--- config.mk ---
export PLATFORM = sky130hd
export DESIGN_NAME = wb_arbiter
export DESIGN_NICKNAME = d
export VERILOG_FILES = /design/src/rtl/wb_pkg.sv /design/src/rtl/wb_rr_arbiter.sv /design/src/rtl/wb_arbiter.sv
export SDC_FILE = /design/constraint.sdc
export NUM_CORES = 1
export LEC_CHECK = 0
export ABC_AREA = 1
export ABC_CLOCK_PERIOD_IN_PS = 2300
export BUFFER_PORTS_ARGS = -buffer_cell sky130_fd_sc_hd__buf_2
export CORE_AREA = 2 2 101 103
export DETAILED_ROUTE_END_ITERATION = 12
export DIE_AREA = 0 0 103 105
export PLACE_DENSITY = 0.68
export SYNTH_ARGS = -nofsm -noshare
export SYNTH_HDL_FRONTEND = slang
export SYNTH_SLANG_ARGS = --single-unit
--- constraint.sdc ---
create_clock -name clk -period 2.3 [get_ports clk]
set_input_delay 0.69 -clock clk [delete_from_list [all_inputs] [get_ports clk]]
set_output_delay 0.69 -clock clk [all_outputs]
set_load 0.1 [all_outputs]
--- src/rtl/wb_pkg.sv ---
// wb_pkg: shared widths, the x0 register index and the round-robin pointer step for the writeback arbiter.
package wb_pkg;
  localparam int ADDR_W = 5;
  localparam int DATA_W = 32;
  localparam logic [4:0] REG_ZERO = 5'd0;
  function automatic int next_ptr(input int g, input int nreq);
    return (g + 1) % nreq;
  endfunction
endpackage

--- src/rtl/wb_rr_arbiter.sv ---
// wb_rr_arbiter: NREQ-wide round-robin arbiter, scanning from ptr; ptr moves past the winner on advance.
module wb_rr_arbiter
  import wb_pkg::*;
#(
  parameter int NREQ = 2,
  localparam int PW = NREQ > 1 ? $clog2(NREQ) : 1
) (
  input  logic            clk,
  input  logic            rst,
  input  logic [NREQ-1:0] req,
  input  logic            hold,
  input  logic            advance,
  output logic [NREQ-1:0] grant,
  output logic [PW-1:0]   ptr
);
  logic [PW-1:0] g;
  logic [PW-1:0] idx;
  logic found;
  always_comb begin
    grant = '0;
    g = '0;
    idx = '0;
    found = 1'b0;
    for (int k = 0; k < NREQ; k++) begin
      idx = PW'((int'(ptr) + k) % NREQ);
      if (!hold && !found && req[idx]) begin
        grant[idx] = 1'b1;
        g = idx;
        found = 1'b1;
      end
    end
  end
  always_ff @(posedge clk) begin
    if (rst) ptr <= '0;
    else if (advance) ptr <= PW'(next_ptr(int'(g), NREQ));
  end
endmodule

--- src/rtl/wb_arbiter.sv ---
// wb_arbiter: round-robin share of the register-file write port with a registered output stage and rs/rt forwarding.
// Define WB_STATS_EN to add the commit/conflict/x0-drop counters.
module wb_arbiter #(
  parameter int NREQ = 2,
  parameter int ADDR_W = wb_pkg::ADDR_W,
  parameter int DATA_W = wb_pkg::DATA_W
) (
  input  logic                   clk,
  input  logic                   rst,
  input  logic [NREQ-1:0]        req_valid,
  output logic [NREQ-1:0]        req_ready,
  input  logic [NREQ*ADDR_W-1:0] req_rd,
  input  logic [NREQ*DATA_W-1:0] req_data,
  input  logic                   wb_hold,
  output logic                   rf_we,
  output logic [ADDR_W-1:0]      rf_rd,
  output logic [DATA_W-1:0]      rf_wdata,
  input  logic [ADDR_W-1:0]      rs_addr,
  input  logic [ADDR_W-1:0]      rt_addr,
  input  logic [DATA_W-1:0]      rf_rs_data,
  input  logic [DATA_W-1:0]      rf_rt_data,
  output logic [DATA_W-1:0]      rs_data,
  output logic [DATA_W-1:0]      rt_data
`ifdef WB_STATS_EN
  ,
  output logic [31:0]            stat_commits,
  output logic [31:0]            stat_conflicts,
  output logic [31:0]            stat_x0_drops
`endif
);
  import wb_pkg::*;
  localparam int PW = NREQ > 1 ? $clog2(NREQ) : 1;
  localparam logic [ADDR_W-1:0] RD_ZERO = ADDR_W'(REG_ZERO);
  logic transfer;
  logic [ADDR_W-1:0] sel_rd;
  logic [DATA_W-1:0] sel_data;
  logic [PW-1:0] ptr;
  assign transfer = |(req_valid & req_ready);
  // reset folds into hold so no requester sees ready while rst is high
  wb_rr_arbiter #(.NREQ(NREQ)) u_rr (
    .clk(clk),
    .rst(rst),
    .req(req_valid),
    .hold(wb_hold | rst),
    .advance(transfer),
    .grant(req_ready),
    .ptr(ptr)
  );
  always_comb begin
    sel_rd = '0;
    sel_data = '0;
    for (int i = 0; i < NREQ; i++) begin
      sel_rd = req_ready[i] ? req_rd[i*ADDR_W +: ADDR_W] : sel_rd;
      sel_data = req_ready[i] ? req_data[i*DATA_W +: DATA_W] : sel_data;
    end
  end
  always_ff @(posedge clk) begin
    if (rst) begin
      rf_we <= 1'b0;
      rf_rd <= '0;
      rf_wdata <= '0;
    end else if (transfer) begin
      rf_we <= sel_rd != RD_ZERO;
      rf_rd <= sel_rd;
      rf_wdata <= sel_data;
    end else begin
      rf_we <= 1'b0;
    end
  end
  assign rs_data = (rf_we && rf_rd == rs_addr && rs_addr != RD_ZERO) ? rf_wdata : rf_rs_data;
  assign rt_data = (rf_we && rf_rd == rt_addr && rt_addr != RD_ZERO) ? rf_wdata : rf_rt_data;
`ifdef WB_STATS_EN
  always_ff @(posedge clk) begin
    if (rst) begin
      stat_commits <= '0;
      stat_conflicts <= '0;
      stat_x0_drops <= '0;
    end else begin
      stat_commits <= stat_commits + 32'(rf_we);
      stat_conflicts <= stat_conflicts + 32'(!wb_hold && $countones(req_valid) > 1);
      stat_x0_drops <= stat_x0_drops + 32'(transfer && sel_rd == RD_ZERO);
    end
  end
`endif
endmodule

After elaboration in Yosys (flattened, before gate mapping)
Index checks and enable logic that the tools add are counted.
- bitwise gates (word level): 4
- order comparisons: 4
- muxes and demuxes: 19
- add/subtract/negate cells: 2
- reductions and logical operators: 16
- eq/ne operators: 2
- operators with widths (operator ; number):
    $mux W32 ; 4
    $reduce_bool A5 Y1 ; 3
    $eq A5 B5 Y1 ; 2
    $mux W5 ; 2
    $logic_and A1 B1 Y1 ; 9
    $mux W1 ; 9
    $lt A1 B2 Y1 const B ; 2
    $mux W2 ; 2
    $reduce_or A2 Y1 ; 2
    $add A1 B1 Y1 const B ; 2
    $and A2 B2 Y2 ; 1
    $demux W1 S1 ; 2
    $ge A1 B1 Y1 const B ; 2
    $logic_not A1 Y1 ; 2
    $or A2 B2 Y2 ; 1
    $not A1 Y1 ; 1
    $or A1 B1 Y1 ; 1
- flip-flop bits (word level): 39
- output and inout bits: 104
- input port bits: 153

Depth between registers and ports, before layout
Gate-level depths: netlist (run 1).
- depth after elaboration: 12
- depth in mapped cells: 9
- depth with buffers taken out: 8

Hierarchy
A second synthesis (run 1) with hierarchy kept.
- cells, all modules: 503
- area total of the unflattened synthesis: 3164.3 um^2
- by module, submodules not included (module ; times used ; area each (um^2) ; cells each):
    wb_arbiter ; 1 ; 3059.2 ; 485
    wb_rr_arbiter ; 1 ; 105.1 ; 18

Least setup slack after synthesis (run 1)
OpenSTA, ideal clock, no wires.
- path kind: register -> output
- from: register rf_rd[4]
- to: output port rs_data[10]
- slack: -902 ps
- data arrival time: 2512 ps
- stages on the path, launching flop included: 10
- cells stage by stage: dfxtp_1 inv_1 nand2_1 nand2_1 nor2_1 nand2_2 nor2_4 buf_6 nand2_1 nand2_1
- longest elaborated chain between the ends: 4
- RTL lines (item ; RTL line ; RTL):
    start: declaration ; wb_arbiter.sv:16 ; output logic [ADDR_W-1:0] rf_rd,
    start signal: assignment ; wb_arbiter.sv:64 ; rf_rd <= sel_rd;
    $eq A5 B5 Y1 ; wb_arbiter.sv:70 ; assign rs_data = (rf_we && rf_rd == rs_addr && rs_addr != RD_ZERO) ? rf_wdata : rf_rs_data;
    $logic_and A1 B1 Y1 (2 in series) ; wb_arbiter.sv:70 ;
    $mux W32 ; wb_arbiter.sv:70 ;
    end: declaration ; wb_arbiter.sv:22 ; output logic [DATA_W-1:0] rs_data,
Every way passes these cells.

Worst setup path in the final report (run 1)
- from: input port rs_addr[0]
- to: output port rs_data[31]
- longest elaborated chain between the ends: 4
- RTL lines (item ; RTL line ; RTL):
    start: declaration ; wb_arbiter.sv:18 ; input logic [ADDR_W-1:0] rs_addr,
    $eq A5 B5 Y1 ; wb_arbiter.sv:70 ;
    $logic_and A1 B1 Y1 ; wb_arbiter.sv:70 ;
    $logic_and A1 B1 Y1 * ; wb_arbiter.sv:70 ;
    $mux W32 * ; wb_arbiter.sv:70 ;
Mark *: on every way between the ends. The rest lies on a longest branch, timed or not.

==> impl_metrics.yaml, run 1 <==
yosys:
  avgSynthCellArea_sq_um: 5.556
  ys_warn_count: 0
  synth_top_area_frac: 0.3512
  yosys-top-cells-area: "nand2_1 35%, dfxtp_1 25%, nand3_1 11%, inv_1 5.8%, o21ai_0 5.3%"
  yosys.area.top_type: "nand2_1"
  ys_seq_elements: 39
  syn_inst: 556
  yosysUniqueCellTypes: 25
  syn-num-nets: 709
  yosysSeqAreaShare: 0.2527
  netlist_area_sq_mm: 0.003089
outcome:
  violations: "setup timing"
  outcome: "finished with violations"
worst_setup_path:
  crit_path_end_kind: "primary output"
  start_kind: "primary input"
  cp_slowest_stage_delay_ps: 210
  path_max_fanout: 11
  cp_cell_sequence: "buf_6 > inv_2 > nand2_1 > nand2_1 > nor2_2 > nand2_2 > buf_6 > buf_12 > o21ai_2 > nand2_4 > buf_12"
  cp.arrival_ps: 1950
  worstPathRequired_ps: 1610
  crit_type: "primary input to primary output"
  worst_path_max_delay_cell: "o21ai_2"
power:
  p_leak_nw: 3.822
  ir_drop_v: 0.0002217
  p_per_area_mw_per_mm2: 411.3
  fin_total_pwr_mw: 3.115
grt:
  grt_busiest_layer: "met2"
  grt_usage: 0.2765
  grtUsageMet3: 0.05351
  grt_use_met2: 0.5153
  first_global_vias: 4661
  grt_max_degree: 38
  grt-ovfl-total: 0
  met1_usage: 0.3097
  grt_pass1_wl_microns: 23460
  antenna_found_initial: 0
timing:
  clock.fmax_mhz: 378.2
  setup_viol: 64
  clock-skew-final_ps: 6.194
  worst_slew_pin_slew_ps: 1043
  drv_slew: 0
  rsz0062_at_grt: "yes"
  hold_violations: 0
  relSlewSlack: 0.3022
  worst_slack_ps: -343.8
  timing.final.crit_share: 1.149
  final.min_clock_period_ps: 2644
drt:
  drc_errors: 0
  dr.pass1.iters: 4
  viasPerCell: 4.969
  first_iter_violations: 184
  num_vias: 4716
  avgRoutedWirePerCell_microns: 17.30
  wl_microns: 16410
  antenna_left: 0
die:
  initial_core_util: 0.3205
  core_sq_mm: 0.009639
  die_area_sq_mm: 0.01082
  rows: 36
  io-pin-count: 257
  die_w_microns: 103
  die_h_microns: 105
clock_tree:
  clk_path_buf_depth: 2
  cts_buffers: 5
  cts_root_buf: "clkbuf_8"
  clk_pin_slew_ps: 80
  cts_tree: "built"
  cts_max_level: 2
  clock_sinks: 39
  clk_latency_ps: 280
  postCtsHoldBufs: 0
final_layout:
  drive_gt1_frac: 0.6103
  nets: 968
  final_cells: 949
  syn2layout_area_growth_pct: 145.2
  antenna_cells: 0
placement:
  port_buffers: 256
  place_congestion: 0.9374
  dp.cells: 931
  dp_hpwl_microns: 11310
worst_hold_path:
  min_path_type: "register to register"
job:
  cap_viol_max_count: 0
synth_stat cells:
master    instances
clkbuf_2          1
nor2_8            2
nor3_1            1
nand2_4           1
nor2_4            2
buf_4             3
a21oi_4           1
o21ai_2           1
a221oi_1          1
inv_2             4
and3_1            1
o21ai_0          33
buf_2             9
xnor2_1           1
dfxtp_1          39
a21oi_1           4
nand4_1           6
inv_1            48
nand2_2           9
nor2_1           14
buf_12            1
nand2_1         289
nand3_1          66
clkbuf_1          9
buf_6            10
critical path, delay by kind of cell:
kind | cells | cell delay, ps
AOI/OAI and AO/OA | 1 | 210
buffers and inverters | 5 | 600
and+or+nand+nor | 5 | 420
stage by stage:
| stage | area (sq um) | setup WS, ps | util | hold WS (ps) | setup TNS (ps) |
|---|---|---|---|---|---|
| 6_report | 7574 | -343.8 | 0.7857 | 498.0 | -19030 |
| 4_1_cts | 7127 | -303.0 | 0.7394 | 495.8 | -16370 |
| 3_3_place_gp | 6452 | -329.8 | 0.6694 | 474.6 | -18680 |
| 5_1_grt | 7574 | -409.4 | 0.7857 | 541.5 | -22550 |
| 2_1_floorplan | 4056 | -116.7 | - | 462.2 | -5679 |
| 3_5_place_dp | 6452 | -356.5 | 0.6694 | 485.1 | -18700 |
kinds of logic after synthesis:
logic type | synth area share
buffers and inverters | 0.1405
DFF | 0.2527
AOI/OAI and AO/OA | 0.07088
and+or+nand+nor | 0.5330
xor gates and xnor gates | 0.002836
flip-flops by register name, summed over array words and instances (netlist names), named ones only:
name / count
rf_wdata: 32
rf_we: 1
rf_rd: 5
power by group:
| group | leakage, nW | total [mW] | internal (mW) | switching [mW] |
|---|---|---|---|---|
| Clock | 0.0422 | 0.440 | 0.213 | 0.227 |
| Sequential | 0.322 | 0.781 | 0.709 | 0.0721 |
| Combinational | 3.46 | 1.89 | 0.619 | 1.28 |
final timing paths:
kind	start	to	slack [ps]	depth (start not counted)
hold reg to reg	register	register	500	2
hold / removal	register	register	500	2
setup reg to reg	register	rf_wdata[28]	720	8
setup / recovery	rs_addr[0]	rs_data[31]	-340	11
routing by layer:
| metal | share of wire | routed length [microns] |
|---|---|---|
| met1 | 0.37 | 6093 |
| met4 | 0.025 | 406 |
| met3 | 0.063 | 1036 |
| met2 | 0.54 | 8877 |
| met5 | 0 | 0 |
cells in the final DEF (no fill, tap or decap), drive strengths merged:
master	Yosys	routed
a221oi	1	1
dfxtp	39	39
xnor2	1	1
nand3	66	66
buf	23	283
nand2	299	299
clkbuf	10	9
inv	52	52
nor3	1	1
a21oi	5	5
o21ai	34	34
clkinv	0	1
nor2	18	18
nand4	6	6
and3	1	1
cell type report:
type,instances,area (sq um)
well taps,133,166.4
flip-flops and latches,39,800.8
clock inverters,1,5.005
repair buffers,285,2745
inverters,52,202.7
fillers,685,2066
multi-input cells,432,3577
clock buffers,7,76.32
repair_timing:
| action | 4_1_cts | 5_1_grt |
|---|---|---|
| setup buffers | 6 | 1 |
| pin swaps | 6 | 10 |
| setup endpoints to repair | 64 | 64 |
| cloned | 3 | 3 |
| gates resized for setup | 108 | 74 |
No activity file was read; power rests on OpenSTA's default activity.
==> run 2: changes to the inputs <==
--- a/config.mk
+++ b/config.mk
@@ -11,7 +11,7 @@
 export CORE_AREA = 2 2 101 103
 export DETAILED_ROUTE_END_ITERATION = 12
 export DIE_AREA = 0 0 103 105
-export PLACE_DENSITY = 0.68
+export PLACE_DENSITY = 0.67
 export SYNTH_ARGS = -nofsm -noshare
 export SYNTH_HDL_FRONTEND = slang
 export SYNTH_SLANG_ARGS = --single-unit
==> impl_metrics.yaml, run 2 (synthesis gave the netlist of run 1 again) <==
timing:
  drv_slew: 0
  clock-skew-final_ps: 6.887
  whs_ps: 509.7
  relSlewSlack: 0.2407
  rsz0062_at_grt: "yes"
  final.min_clock_period_ps: 2632
  clock.fmax_mhz: 379.9
  timing.final.crit_share: 1.145
  hold_violations: 0
  setup_viol: 64
  worst_slew_pin_slew_ps: 1135
  worst_slack_ps: -332.5
clock_tree:
  clk_latency_ps: 290
  cts_tree: "built"
  cts_root_buf: "clkbuf_8"
  clk_path_buf_depth: 2
  postCtsHoldBufs: 0
  clock_sinks: 39
  cts_max_level: 2
  cts_buffers: 5
  clk_pin_slew_ps: 70
power:
  swShare: 0.5016
  ir_drop_v: 0.0002736
  internal_power_mw: 1.569
  p_per_area_mw_per_mm2: 405.7
  p_clk_frac: 0.140
  power.switching_mw: 1.579
  p_leak_nw: 3.823
  p_comb_frac: 0.614
  seq_power_share: 0.246
final_layout:
  largest_register_ffs: 32
  final_common_cell: "buf_2"
  multiInputGateArea_sq_mm: 0.003533
  seq_area_sq_um: 800.8
  fill_cells: 616
  largestRegisters: "rf_wdata x32, rf_rd x5, rf_we x1"
  nets: 978
  final_cell_mix: "181 x buf_2, 152 x nand2_1, 78 x buf_12"
  top_register: "rf_wdata"
  drive_gt1_frac: 0.6509
  syn2layout_area_growth_pct: 151.2
job:
  cap_viol_max_count: 0
grt:
  grt_usage: 0.2771
  grt_max_degree: 38
  antenna_found_initial: 1
  grt_pass1_wl_microns: 23670
  grt-ovfl-total: 0
  first_global_vias: 4891
worst_setup_path:
  crit_path_end_kind: "primary output"
  critPathBufInv: 5
  cp_cell_sequence: "buf_8 > inv_2 > nand2_1 > nand2_1 > nor2_2 > nand2_2 > nor2_4 > buf_6 > clkbuf_16 > nand2_1 > nand2_4 > buf_12"
  cp.arrival_ps: 1940
  worst_path_max_delay_cell: "buf_12"
  critPathLaunch: "rs_addr[3]"
  worstPathRequired_ps: 1610
  crit_top_cell: "nand2_1"
  cp_slowest_stage_delay_ps: 170
  start_kind: "primary input"
  path_max_fanout: 7
  crit_type: "primary input to primary output"
  crit_family: "simple AND/OR/NAND/NOR gates"
drt:
  avgRoutedWirePerCell_microns: 17.68
  wl_microns: 16950
  drc_errors: 0
  dr.pass1.iters: 5
  num_vias: 4765
  first_iter_violations: 183
  antenna_left: 0
  viasPerCell: 4.969
die:
  die_w_microns: 103
  initial_core_util: 0.3205
  rows: 36
  die_h_microns: 105
  io-pin-count: 257
  core_sq_mm: 0.009639
  die_area_sq_mm: 0.01082
placement:
  place_ws_ps: -357.2
  dp_hpwl_microns: 11320
  place_congestion: 0.8830
  port_buffers: 256
outcome:
  outcome: "finished with violations"
  violations: "setup timing"
worst_hold_path:
  min_path_type: "register to register"
-- run 2: area by class of cell --
| class | count | area share |
|---|---|---|
| Multi-Input combinational cell | 432 | 0.4553 |
| Timing Repair Buffer | 295 | 0.3838 |
| Sequential cell | 39 | 0.1032 |
| Inverter | 52 | 0.02612 |
| Tap cell | 133 | 0.02144 |
| Clock buffer | 7 | 0.009834 |
| Antenna cell | 1 | 0.0003224 |
-- run 2: final timing paths --
check | endpoint | cells after the start | slack [ps]
setup reg to reg | rf_wdata[26] | 8 | 700
hold / removal | register | 2 | 510
setup / recovery | rs_data[9] | 12 | -330
hold reg to reg | register | 2 | 510
-- run 2: layer usage --
layer / wire length, microns / vias to the layer above / GRT usage
met5: 0 / - / 0
met4: 403 / 0 / 0.1062
met3: 1123 / 33 / 0.04415
met2: 9381 / 206 / 0.5213
met1: 6044 / 2258 / 0.3006
li1: - / 2268 / -
-- run 2: worst register-to-register path, stage by stage, from the launching register on --
cell and delay (ps):
dfxtp_1 340, inv_1 60, nand2_1 130, and3_2 240, buf_4 420, nand2_1 160, nand3_1 110, nand2_1 50
inv_1 50
-- run 2: stage by stage --
stage	util	cells	area [sq um]	TNS (ps)	total power, mW
2_1_floorplan	-	556	4056	-5679	1.929
3_3_place_gp	0.6707	931	6465	-18340	2.498
3_5_place_dp	0.6707	931	6465	-19180	2.515
4_1_cts	0.7481	950	7211	-16310	3.060
5_1_grt	0.8052	959	7761	-22430	3.258
6_report	0.8052	959	7761	-19040	3.149
-- run 2: repair_timing --
action / CTS / global route
endpoints found under the setup margin: 64 / 64
cloned: 4 / 7
setup buffers: 8 / 2
pin swaps: 9 / 18
resized for setup: 115 / 108
-- run 2: power groups by stage --
stage / logic (mW) / clock network [mW] / registers [mW]
final: 1.93 / 0.441 / 0.776
after detailed placement: 1.75 / 0 / 0.768
after CTS: 1.85 / 0.444 / 0.764
after global placement: 1.73 / 0 / 0.768
after global routing: 2.00 / 0.477 / 0.781
after floorplan: 0.923 / 0 / 1.01
==> run 3: changes to the inputs <==
--- a/config.mk
+++ b/config.mk
@@ -6,12 +6,13 @@
 export NUM_CORES = 1
 export LEC_CHECK = 0
 export ABC_AREA = 1
-export ABC_CLOCK_PERIOD_IN_PS = 2300
+export ABC_CLOCK_PERIOD_IN_PS = 3300
 export BUFFER_PORTS_ARGS = -buffer_cell sky130_fd_sc_hd__buf_2
-export CORE_AREA = 2 2 101 103
+export CORE_AREA = 2 2 99 101
 export DETAILED_ROUTE_END_ITERATION = 12
-export DIE_AREA = 0 0 103 105
-export PLACE_DENSITY = 0.67
+export DIE_AREA = 0 0 101 103
+export PLACE_DENSITY = 0.7
 export SYNTH_ARGS = -nofsm -noshare
 export SYNTH_HDL_FRONTEND = slang
 export SYNTH_SLANG_ARGS = --single-unit
+export TNS_END_PERCENT = 100
==> constraint.sdc (replaced) <==
create_clock -name clk -period 3.3 [get_ports clk]
set_input_delay 0.99 -clock clk [delete_from_list [all_inputs] [get_ports clk]]
set_output_delay 0.99 -clock clk [all_outputs]
set_load 0.1 [all_outputs]
==> impl_metrics.yaml, run 3 (synthesis gave the netlist of run 1 again) <==
outcome:
  outcome: "finished, final reports clean"
final_layout:
  design_area_sq_mm: 0.005776
  antenna_cells: 0
  final_cell_mix: "227 x nand2_1, 190 x buf_2, 71 x nand2_2, 71 x buf_12, 66 x nand3_1"
  largestRegisters: "rf_wdata x32, rf_rd x5, rf_we x1"
  top_register: "rf_wdata"
  final_util: 0.6106
  nets: 960
  syn2layout_area_growth_pct: 86.96
  final_common_cell: "nand2_1"
  largest_register_ffs: 32
  drive_gt1_frac: 0.4615
timing:
  hold_violations: 0
  relSlewSlack: 0.5763
  clock.fmax_mhz: 313.0
  clock-skew-final_ps: 6.326
  worst_slew_pin_slew_ps: 634.8
  timing.final.crit_share: 0.9680
  final.min_clock_period_ps: 3194
  setup_viol: 0
  drv_slew: 0
  worst_slack_ps: 105.6
worst_setup_path:
  r2r_cells: 8
  reg2reg_to: "rf_wdata[15]"
  worst_path_max_delay_cell: "buf_12"
  cp_slowest_stage_delay_ps: 170
  cp_cell_sequence: "buf_2 > inv_1 > nand2_1 > nand2_1 > nor2_1 > nand2_2 > nor2_4 > buf_12 > clkbuf_16 > nand2_1 > nand2_2 > buf_12"
  path_max_fanout: 6
  worstPathRequired_ps: 2310
  crit_top_cell: "nand2_1"
  crit_type: "primary input to primary output"
  crit_path_end_kind: "primary output"
  start_kind: "primary input"
  cp.arrival_ps: 2200
  r2r_slack_ps: 1770
clock_tree:
  cts_buffers: 5
  clock_sinks: 39
  clk_path_buf_depth: 2
  cts_max_level: 2
  cts_tree: "built"
  clk_latency_ps: 280
  cts_root_buf: "clkbuf_8"
  postCtsHoldBufs: 0
  clk_pin_slew_ps: 70
drt:
  wl_microns: 13480
  viasPerCell: 4.804
  num_vias: 4420
  first_iter_violations: 146
  antenna_left: 0
  drc_errors: 0
  avgRoutedWirePerCell_microns: 14.65
  dr.pass1.iters: 4
grt:
  first_global_vias: 4014
  grt_usage: 0.2351
  grt-ovfl-total: 0
  grt_pass1_wl_microns: 19130
  antenna_found_initial: 0
  grt_max_degree: 36
die:
  die_w_microns: 101
  core_sq_mm: 0.009459
  die_h_microns: 103
  die_area_sq_mm: 0.01040
  io-pin-count: 257
  rows: 36
  initial_core_util: 0.3266
power:
  p_per_area_mw_per_mm2: 334.0
  ir_drop_v: 0.0001572
  p_leak_nw: 3.232
  fin_total_pwr_mw: 1.929
job:
  cap_viol_max_count: 0
placement:
  place_ws_ps: 56.97
  detailed_place.area_sq_mm: 0.005608
  dp_hpwl_microns: 10480
  place_congestion: 0.8825
  port_buffers: 256
worst_hold_path:
  min_delay_path_depth: 2
  min_path_type: "register to register"
run 3: changes by cell type in the layout (fill, tap and decap cells not counted), sizes merged:
cell    delta
buf       -15
clkbuf     -4
diode      -1
run 3: worst max-delay path: cells and delay by family:
kind	cells	cell delay [ps]
buffers and inverters	5	590
AND/OR/NAND/NOR	7	610
run 3: worst max-delay path by stage:
stage	end	startpoint	depth (start not counted)
floorplan	rs_data[0]	rs_addr[0]	8
global placement	rs_data[31]	rs_addr[0]	10
detailed placement	rs_data[23]	rs_addr[0]	9
CTS	rs_data[23]	rs_addr[0]	9
global route	rs_data[21]	rs_addr[3]	12
finish	rs_data[12]	rs_addr[0]	12
run 3: repair_timing:
action                                  in CTS  in global routing
resized for setup                            0                 10
endpoints found under the setup margin       0                 15
setup buffers                                0                  1
hold endpoints to repair                     0                  0
run 3: report_power, final:
| group | internal [mW] | switching (mW) |
|---|---|---|
| logic | 0.340 | 0.765 |
| registers | 0.496 | 0.0318 |
| clock network | 0.141 | 0.155 |
| total | 0.977 | 0.952 |
run 3: routing by layer:
layer | GRT usage | wire [microns] | share of wire
met2 | 0.4421 | 6979 | 0.52
met3 | 0.04068 | 951 | 0.071
met5 | 0 | 0 | 0
met4 | 0.07900 | 290 | 0.022
met1 | 0.2688 | 5260 | 0.39
run 3: layout make-up:
cell class	instances	area [sq um]
Sequential cell	39	787.0
Multi-Input combinational cell	432	2043
Tap cell	114	142.6
Timing Repair Buffer	277	2535
Inverter	52	195.2
Fill cell	903	3684
Clock buffer	6	72.57
run 3: per-stage QoR:
step,setup TNS [ps],hold WS (ps),std cells
after detailed placement,0,492.0,910
after floorplan,0,462.2,556
after global routing,-13.74,534.0,920
after CTS,0,505.0,916
after global placement,0,481.7,910
final,0,501.2,920
